--- config.mk ---
export PLATFORM = sky130hd
export DESIGN_NAME = keypad_bcd_ctrl
export DESIGN_NICKNAME = d
export VERILOG_FILES = /design/src/rtl/keypad_bcd_ctrl.sv
export SDC_FILE = /design/constraint.sdc
export NUM_CORES = 1
export LEC_CHECK = 0
export ABC_AREA = 1
export BUFFER_PORTS_ARGS = -buffer_cell sky130_fd_sc_hd__buf_2
export CAP_MARGIN = 0
export CORE_ASPECT_RATIO = 0.9
export CORE_MARGIN = 2
export CORE_UTILIZATION = 30
export CTS_BUF_LIST = sky130_fd_sc_hd__clkbuf_16
export DETAILED_ROUTE_END_ITERATION = 16
export PLACE_DENSITY = 0.58
export SYNTH_ARGS = -nofsm -noshare
export SYNTH_HDL_FRONTEND = slang
export SYNTH_SLANG_ARGS = --single-unit
--- constraint.sdc ---
create_clock -name i_clk -period 5.78 [get_ports i_clk]
set_clock_uncertainty 0.1 [all_clocks]
set_input_delay 0.578 -clock i_clk [delete_from_list [all_inputs] [get_ports i_clk]]
set_output_delay 0.578 -clock i_clk [all_outputs]
set_load 0.02 [all_outputs]
--- src/rtl/keypad_bcd_ctrl.sv ---
// Decimal keypad front end: synchronizes ten raw key lines, debounces a
// press, converts a single pressed key to its BCD digit and queues it in a
// small show-ahead FIFO for a ready/valid consumer. Multi-key presses are
// flagged on o_err, and codes that find the FIFO full are flagged on o_ovf.
module keypad_bcd_ctrl #(
    parameter int DEBOUNCE_CYCLES = 4,
    parameter int FIFO_DEPTH      = 4
) (
    input  logic                          i_clk,
    input  logic                          i_rst,
    input  logic                          i_en,
    input  logic [9:0]                    i_keys,
    input  logic                          i_ready,
    output logic                          o_valid,
    output logic [3:0]                    o_bcd,
    output logic [$clog2(FIFO_DEPTH):0]   o_count,
    output logic                          o_err,
    output logic                          o_ovf
);

    localparam int PW = $clog2(FIFO_DEPTH);
    localparam int CW = PW + 1;
    localparam logic [7:0]    CNT_LAST   = 8'(DEBOUNCE_CYCLES - 1);
    localparam logic [CW-1:0] COUNT_FULL = CW'(FIFO_DEPTH);

    typedef enum logic [1:0] {
        ST_IDLE,
        ST_DEBOUNCE,
        ST_HOLD
    } state_t;

    // Index of the highest set key; only meaningful for a one-hot input.
    function automatic logic [3:0] f_key_to_bcd(input logic [9:0] keys);
        logic [3:0] idx;
        idx = 4'd0;
        for (int n = 0; n < 10; n++) begin
            if (keys[n]) idx = 4'(n);
        end
        return idx;
    endfunction

    // Exactly one key line set.
    function automatic logic f_is_onehot(input logic [9:0] keys);
        return (keys != 10'd0) && ((keys & (keys - 10'd1)) == 10'd0);
    endfunction

    logic [9:0]    r_sync_s1;
    logic [9:0]    r_sync_s2;
    state_t        r_state;
    state_t        w_state_nxt;
    logic [7:0]    r_cnt;
    logic [7:0]    w_cnt_nxt;
    logic [9:0]    r_cap;
    logic [9:0]    w_cap_nxt;
    logic          w_push;
    logic          w_err;
    logic [3:0]    w_push_bcd;

    logic [3:0]    r_mem [FIFO_DEPTH];
    logic [PW-1:0] r_wr_ptr;
    logic [PW-1:0] r_rd_ptr;
    logic [CW-1:0] r_count;
    logic [CW-1:0] w_count_nxt;
    logic          w_pop;
    logic          w_accept;
    logic          r_err;
    logic          r_ovf;

    // Two-flop synchronizer for the asynchronous key lines.
    always_ff @(posedge i_clk or posedge i_rst) begin
        if (i_rst) begin
            r_sync_s1 <= 10'd0;
            r_sync_s2 <= 10'd0;
        end else begin
            r_sync_s1 <= i_keys;
            r_sync_s2 <= r_sync_s1;
        end
    end

    // Scan FSM state, debounce counter and capture register.
    always_ff @(posedge i_clk or posedge i_rst) begin
        if (i_rst) begin
            r_state <= ST_IDLE;
            r_cnt   <= 8'd0;
            r_cap   <= 10'd0;
        end else begin
            r_state <= w_state_nxt;
            r_cnt   <= w_cnt_nxt;
            r_cap   <= w_cap_nxt;
        end
    end

    // Next-state logic; in HOLD the counter tracks consecutive released samples.
    always_comb begin
        w_state_nxt = r_state;
        w_cnt_nxt   = r_cnt;
        w_cap_nxt   = r_cap;
        w_push      = 1'b0;
        w_err       = 1'b0;
        w_push_bcd  = f_key_to_bcd(r_cap);
        if (!i_en) begin
            w_state_nxt = ST_IDLE;
            w_cnt_nxt   = 8'd0;
        end else begin
            case (r_state)
                ST_IDLE: begin
                    if (r_sync_s2 != 10'd0) begin
                        w_state_nxt = ST_DEBOUNCE;
                        w_cap_nxt   = r_sync_s2;
                        w_cnt_nxt   = 8'd1;
                    end
                end
                ST_DEBOUNCE: begin
                    if (r_sync_s2 == 10'd0) begin
                        w_state_nxt = ST_IDLE;
                        w_cnt_nxt   = 8'd0;
                    end else if (r_sync_s2 != r_cap) begin
                        w_cap_nxt = r_sync_s2;
                        w_cnt_nxt = 8'd1;
                    end else if (r_cnt == CNT_LAST) begin
                        w_state_nxt = ST_HOLD;
                        w_cnt_nxt   = 8'd0;
                        if (f_is_onehot(r_cap)) w_push = 1'b1;
                        else                    w_err  = 1'b1;
                    end else begin
                        w_cnt_nxt = r_cnt + 8'd1;
                    end
                end
                ST_HOLD: begin
                    if (r_sync_s2 != 10'd0) begin
                        w_cnt_nxt = 8'd0;
                    end else if (r_cnt == CNT_LAST) begin
                        w_state_nxt = ST_IDLE;
                        w_cnt_nxt   = 8'd0;
                    end else begin
                        w_cnt_nxt = r_cnt + 8'd1;
                    end
                end
                default: begin
                    w_state_nxt = ST_IDLE;
                    w_cnt_nxt   = 8'd0;
                end
            endcase
        end
    end

    // FIFO handshake: a pop frees a slot in the same cycle, so a full FIFO
    // can still take a push when the consumer is draining.
    always_comb begin
        w_pop       = (r_count != '0) && i_ready;
        w_accept    = w_push && ((r_count != COUNT_FULL) || w_pop);
        w_count_nxt = r_count;
        case ({w_accept, w_pop})
            2'b10:   w_count_nxt = r_count + 1'b1;
            2'b01:   w_count_nxt = r_count - 1'b1;
            default: w_count_nxt = r_count;
        endcase
    end

    // FIFO storage; contents need no reset since o_bcd is masked when empty.
    always_ff @(posedge i_clk) begin
        if (w_accept) r_mem[r_wr_ptr] <= w_push_bcd;
    end

    // FIFO pointers, occupancy and one-cycle status pulses.
    always_ff @(posedge i_clk or posedge i_rst) begin
        if (i_rst) begin
            r_wr_ptr <= '0;
            r_rd_ptr <= '0;
            r_count  <= '0;
            r_err    <= 1'b0;
            r_ovf    <= 1'b0;
        end else begin
            if (w_accept) r_wr_ptr <= r_wr_ptr + 1'b1;
            if (w_pop)    r_rd_ptr <= r_rd_ptr + 1'b1;
            r_count <= w_count_nxt;
            r_err   <= w_err;
            r_ovf   <= w_push && !w_accept;
        end
    end

    assign o_valid = (r_count != '0);
    assign o_bcd   = o_valid ? r_mem[r_rd_ptr] : 4'b0000;
    assign o_count = r_count;
    assign o_err   = r_err;
    assign o_ovf   = r_ovf;

endmodule

==> flow_metrics.tcl, run 1 <==
set metrics [dict create \
    outcome "completed" \
    grt_pass1_vias 2366 \
    io_pins 24 \
    num_vias 2395 \
    slowest_stage "dfrtp_1" \
    crit_top_cell "nand2_1" \
    swShare 0.372 \
    grtUsageTotal 0.116 \
    ys_warn_count 0 \
    cts_made_buffers 9 \
    clkPwrFrac 0.316 \
    avgSynthCellArea_um2 8.74 \
    cts_hold_buf 0 \
    leakage_nw 1.73 \
    final_common_cell "nand2_1" \
    drt-pass1-iter-count 4 \
    final_cells 532 \
    hp-class "reg -> reg" \
    ys_seq_area_frac 0.529 \
    grt_antenna_before_repair 0 \
    clk_pin_slew_worst_paths_ns 0.06 \
    cp-start-kind "flip-flop" \
    ir_drop_mv 0.175 \
    powerDensity_nw_per_um2 435 \
    synth_cells 369 \
    gp_congestion 0.892 \
    worstSetupPathType "reg -> reg" \
    cp_data_required_time_ns 5.89 \
    layout_common_cells "76 x nand2_1, 56 x nor2_1, 49 x dfrtp_1" \
    fp.dieW_um 113 \
    finalWirelength_um 5970 \
    route.detailed.vias_per_inst 4.50 \
    cap_violations 0 \
    dieHeight_um 102 \
    antennaDiodeCount 0 \
    root_buffer "clkbuf_16" \
    tns_ns 0 \
    drc 0 \
    p_sw_mw 0.608 \
    portBuffers 23 \
    seqPwrFrac 0.391 \
    fp-row-count 35 \
    dpl.cell_count 516 \
    syn-num-nets 389 \
    drv_slew 0 \
    crit_chain "nor2_2 > nand2_1 > o21ai_1 > nand2_1 > nor2_1 > nand2_1 > nor2_4 > nor2_1 > fa_1 > nand4_1 > nand3_1 > nand2_1 > inv_1" \
    ys_types 33 \
    avgRoutedWirePerCell_um 11.2 \
    crit_path_max_fanout 8 \
    post_cts.repair.setup_buffers 0 \
    cts_tree "done" \
    grt_pass1_wl_um 10700 \
    drt_iter0_markers 115 \
    fmaxAchievable_mhz 413 \
    timing.final.crit_period_ns 2.42 \
    rsz0062_at_grt "no" \
    start_util 0.312 \
    cts_resized 0 \
    clock_latency_ns 0.33 \
    place_hpwl_um 4460 \
    arrival_ns 2.54 \
    fin_nets 418 \
    period_share 0.419 \
    grt_overflow 0 \
    cts_sinks 65 \
    core_area_um2 10300 \
    syn_to_final_growth_pct 16.4 \
    drtAntennaViolNets 0 \
    fin_util 0.363 \
    htree_num_levels 3 \
    intPower_mw 1.03 \
    setup.worst_path.end_class "flip-flop" \
    synth-seq-cells 65 \
    syn_area_um2 3230 \
    cts_max_path_buffers 2 \
    worstMarginPinSlew_ns 1.01 \
    hold_violations 0 \
    setup_viol_count_final 0 \
    p_comb_frac 0.293 \
    grt_start_max_net_pins 50 \
    maxSlewHeadroom 0.325 \
    layout-drive-gt1-share 0.189 \
    cp_slowest_stage_delay_ns 0.47 \
    die_area_um2 11600 \
]
-- cells by family (layout without fill, tap and decap cells) --
logic type	count (synthesis)	count (layout)	synth area share
fa+ha+maj	6	6	0.0256
flops	65	65	0.529
simple gates	180	180	0.258
compound gates	52	52	0.0896
xor+xnor	8	8	0.0241
buf+inv	58	92	0.0733
-- power groups by stage --
stage               sequential (mW)  clock, mW  combinational, mW
CTS                           0.640      0.533              0.483
detailed placement            0.648          0              0.480
global placement              0.646          0              0.468
floorplan                     0.622          0              0.392
global route                  0.656      0.553              0.550
finish                        0.640      0.516              0.479
-- final timing paths --
| kind | from | to | slack (ns) | depth (start not counted) |
|---|---|---|---|---|
| min in group asynchronous | i_rst | r_sync_s1[9] | 0.40 | 2 |
| worst min-delay path | r_sync_s1[1] | r_sync_s2[1] | 0.24 | 0 |
| worst max register to register | r_cap[6] | o_count[2] | 3.36 | 13 |
| max in group asynchronous | i_rst | r_rd_ptr[0] | 4.55 | 2 |
| worst min register to register | r_sync_s1[1] | r_sync_s2[1] | 0.24 | 0 |
| worst max-delay path | r_cap[6] | o_count[2] | 3.36 | 13 |
-- synth_stat cells, drive strengths merged --
cell	instances	area, um2
a21oi	14	81.3
a22oi	1	7.51
buf	4	33.8
clkbuf	1	3.75
dfrtp	49	1230
edfxtp	16	480
fa	1	20.0
ha	5	62.6
inv	53	199
nand2	83	329
nand3	21	135
nand4	6	37.5
nor2	65	295
nor3	1	5.00
nor3b	1	12.5
o211ai	2	20.0
o21ai	34	174
o22ai	1	6.26
or2	3	18.8
xor2	8	77.6
-- routing by layer --
metal / wire, um / up-vias / part of all wire / GRT usage
li1: - / 1242 / - / -
met1: 3060 / 1105 / 0.51 / 0.157
met2: 2670 / 43 / 0.45 / 0.182
met3: 201 / 5 / 0.034 / 0.0291
met4: 43 / 0 / 0.0072 / 0.0432
met5: 0 / - / 0 / 0
-- layout make-up --
| cell class | count | area, um2 |
|---|---|---|
| clock inverter | 6 | 38.8 |
| timing repair buffer | 23 | 115 |
| multi-input combinational | 246 | 1280 |
| clock buffer | 10 | 250 |
| inverter | 53 | 199 |
| fill | 1041 | 6580 |
| tap | 129 | 161 |
| sequential | 65 | 1710 |
-- per-stage QoR --
| stage | power (mW) | area, um2 | worst slack, ns | hold slack, ns |
|---|---|---|---|---|
| after global routing | 1.76 | 3750 | 3.17 | 0.244 |
| after CTS | 1.66 | 3750 | 3.38 | 0.242 |
| after detailed placement | 1.13 | 3460 | 3.40 | 0.235 |
| after global placement | 1.11 | 3460 | 3.46 | 0.232 |
| after floorplan | 1.01 | 3230 | 3.57 | 0.231 |
| final | 1.63 | 3750 | 3.36 | 0.242 |
-- critical path: cells and delay by family, from the launching register on --
family,cells,cell delay (ns)
AOI/OAI and AO/OA,1,0.20
buffers and inverters,1,0.03
and+or+nand+nor,10,1.10
adders and majority gates,1,0.40
DFF,1,0.47
-- sequential cells by signal, summed over array words and instances (netlist names) --
signal and cells:
r_mem 16, r_rd_ptr 2, r_cnt 8, o_err 1, o_ovf 1, o_count 3
r_wr_ptr 2, r_cap 10, r_sync_s1 10, r_state 2, r_sync_s2 10
No activity file was read; power rests on OpenSTA's default activity.
==> inputs of run 2 (changes only) <==
- PLACE_DENSITY: 0.58 -> 0.59
- clock period: 5.78 -> 2.2 ns (I/O delays scaled with it)
==> flow_metrics.tcl, run 2 (synthesis gave the netlist of run 1 again) <==
set metrics [dict create \
    htree_num_levels 3 \
    dpl_cell_area_um2 3620 \
    leakage_nw 1.90 \
    grt_start_max_net_pins 40 \
    timing.final.crit_period_ns 2.17 \
    crit_path_max_fanout 6 \
    grt_pass1_vias 2401 \
    layout-drive-gt1-share 0.268 \
    worstSetupPathType "reg -> reg" \
    timing.rr.start "r_cap[0]" \
    cp_data_required_time_ns 2.14 \
    hold_violations 0 \
    drt-pass1-iter-count 4 \
    top_register "r_mem" \
    cap_violations 0 \
    maxUsedRoutingLayer "met4" \
    root_buffer "clkbuf_16" \
    clock_latency_ns 0.33 \
    cp-start-kind "flip-flop" \
    cts_max_path_buffers 2 \
    drc 0 \
    outcome "completed" \
    fp.dieW_um 113 \
    grt_overflow 0 \
    dieHeight_um 102 \
    hp-class "in -> reg" \
    worstMarginPinSlew_ns 0.371 \
    fp-row-count 35 \
    die_area_um2 11600 \
    arrival_ns 2.11 \
    intPower_mw 3.00 \
    cts_sinks 65 \
    fin_nets 451 \
    grt_antenna_before_repair 0 \
    final_common_cell "nand2_1" \
    tns_ns 0 \
    swShare 0.357 \
    route.detailed.vias_per_inst 4.42 \
    period_share 0.988 \
    maxSlewHeadroom 0.753 \
    hold_start "i_en" \
    start_util 0.312 \
    rsz0062_at_grt "yes" \
    grtUsageTotal 0.120 \
    setup.worst_path.end_class "flip-flop" \
    avgRoutedWirePerCell_um 11.2 \
    portBuffers 23 \
    wl_met3_um 263 \
    final_area_um2 4130 \
    grt_pass1_wl_um 10900 \
    drt_iter0_markers 119 \
    antennaDiodeCount 0 \
    cts_made_buffers 9 \
    cp-startpoint "r_cap[0]" \
    nFillCells 1027 \
    clk_pin_slew_worst_paths_ns 0.06 \
    syn_to_final_growth_pct 27.9 \
    setup_viol_count_final 0 \
    io_pins 24 \
    cts_tree "done" \
    finalWirelength_um 6330 \
    layout_common_cells "74 x nand2_1, 53 x nor2_1, 44 x inv_1" \
    fmaxAchievable_mhz 460 \
    largest_reg_flops 16 \
    p_comb_frac 0.311 \
    p_sw_mw 1.67 \
    seqPwrFrac 0.363 \
    core_area_um2 10300 \
    ir_drop_mv 0.447 \
    wl_met1_um 3140 \
    clkPwrFrac 0.326 \
    num_vias 2499 \
    drv_slew 0 \
    wl_met2_um 2820 \
    drtAntennaViolNets 0 \
    powerDensity_nw_per_um2 1130 \
    place_hpwl_um 4460 \
    gp_congestion 0.768 \
]
run 2: changes by cell type in the layout (fill, tap and decap cells not counted), sizes merged:
cell,before,now
buf,23,45
bufinv,0,2
dlygate4sd3,0,11
clkinv,3,1
clkinvlp,0,1
clkbuf,10,9
run 2: worst max-delay path: stages, from the launching register on:
cell and delay (ns):
dfrtp_2 0.44, nor2_4 0.16, nand2_2 0.10, o21ai_2 0.14, nand2_1 0.09, nor2_1 0.11, nand2_1 0.11, nor2_4 0.13
buf_4 0.14, nand2_2 0.10, nor2_1 0.12, buf_4 0.15
run 2: layer usage:
metal	track usage	vias up
met2	0.187	56
met1	0.155	1132
met5	0	-
li1	-	1301
met4	0.0591	0
met3	0.0314	10
run 2: stage by stage:
stage | hold slack, ns | setup WS, ns | util | instances | power (mW)
global route | 0.154 | -0.137 | 0.399 | 565 | 5.00
floorplan | 0.151 | 0.0322 | - | 369 | 2.67
detailed placement | 0.0540 | -0.0977 | 0.350 | 533 | 3.05
global placement | 0.0514 | -0.0279 | 0.350 | 533 | 3.02
finish | 0.114 | 0.0259 | 0.399 | 565 | 4.67
CTS | 0.111 | 0.00325 | 0.393 | 561 | 4.63
run 2: layout make-up:
cell class / instances / area, um2 / share of cell area
multi-input cells: 246 / 1310 / 0.318
well taps: 129 / 161 / 0.0391
flip-flops and latches: 65 / 1720 / 0.416
repair buffers: 56 / 415 / 0.101
clock inverters: 7 / 92.6 / 0.0224
inverters: 53 / 199 / 0.0482
clock buffers: 9 / 225 / 0.0546
run 2: path summary, 6_finish.rpt:
path	slack (ns)	depth (start not counted)	endpoint
max	0.03	11	r_mem[1][0]
min	0.11	3	r_state[0]
max reg2reg	0.03	11	r_mem[1][0]
min reg2reg	0.23	0	r_sync_s2[1]
max in group asynchronous	1.24	4	o_count[0]
min in group asynchronous	0.25	3	r_sync_s1[5]
run 2: power groups by stage:
stage	registers (mW)	clock network (mW)	logic, mW
floorplan	1.64	0	1.03
global placement	1.70	0	1.32
detailed placement	1.70	0	1.35
CTS	1.69	1.57	1.38
global route	1.73	1.62	1.66
finish	1.70	1.52	1.45
run 2: timing repair:
action                                 CTS  global route
buffers inserted                         1             4
pin swaps                                2             2
endpoints found under the hold margin   28             0
setup endpoints to repair               17            19
hold buffers                            11             0
resized for setup                        6            13
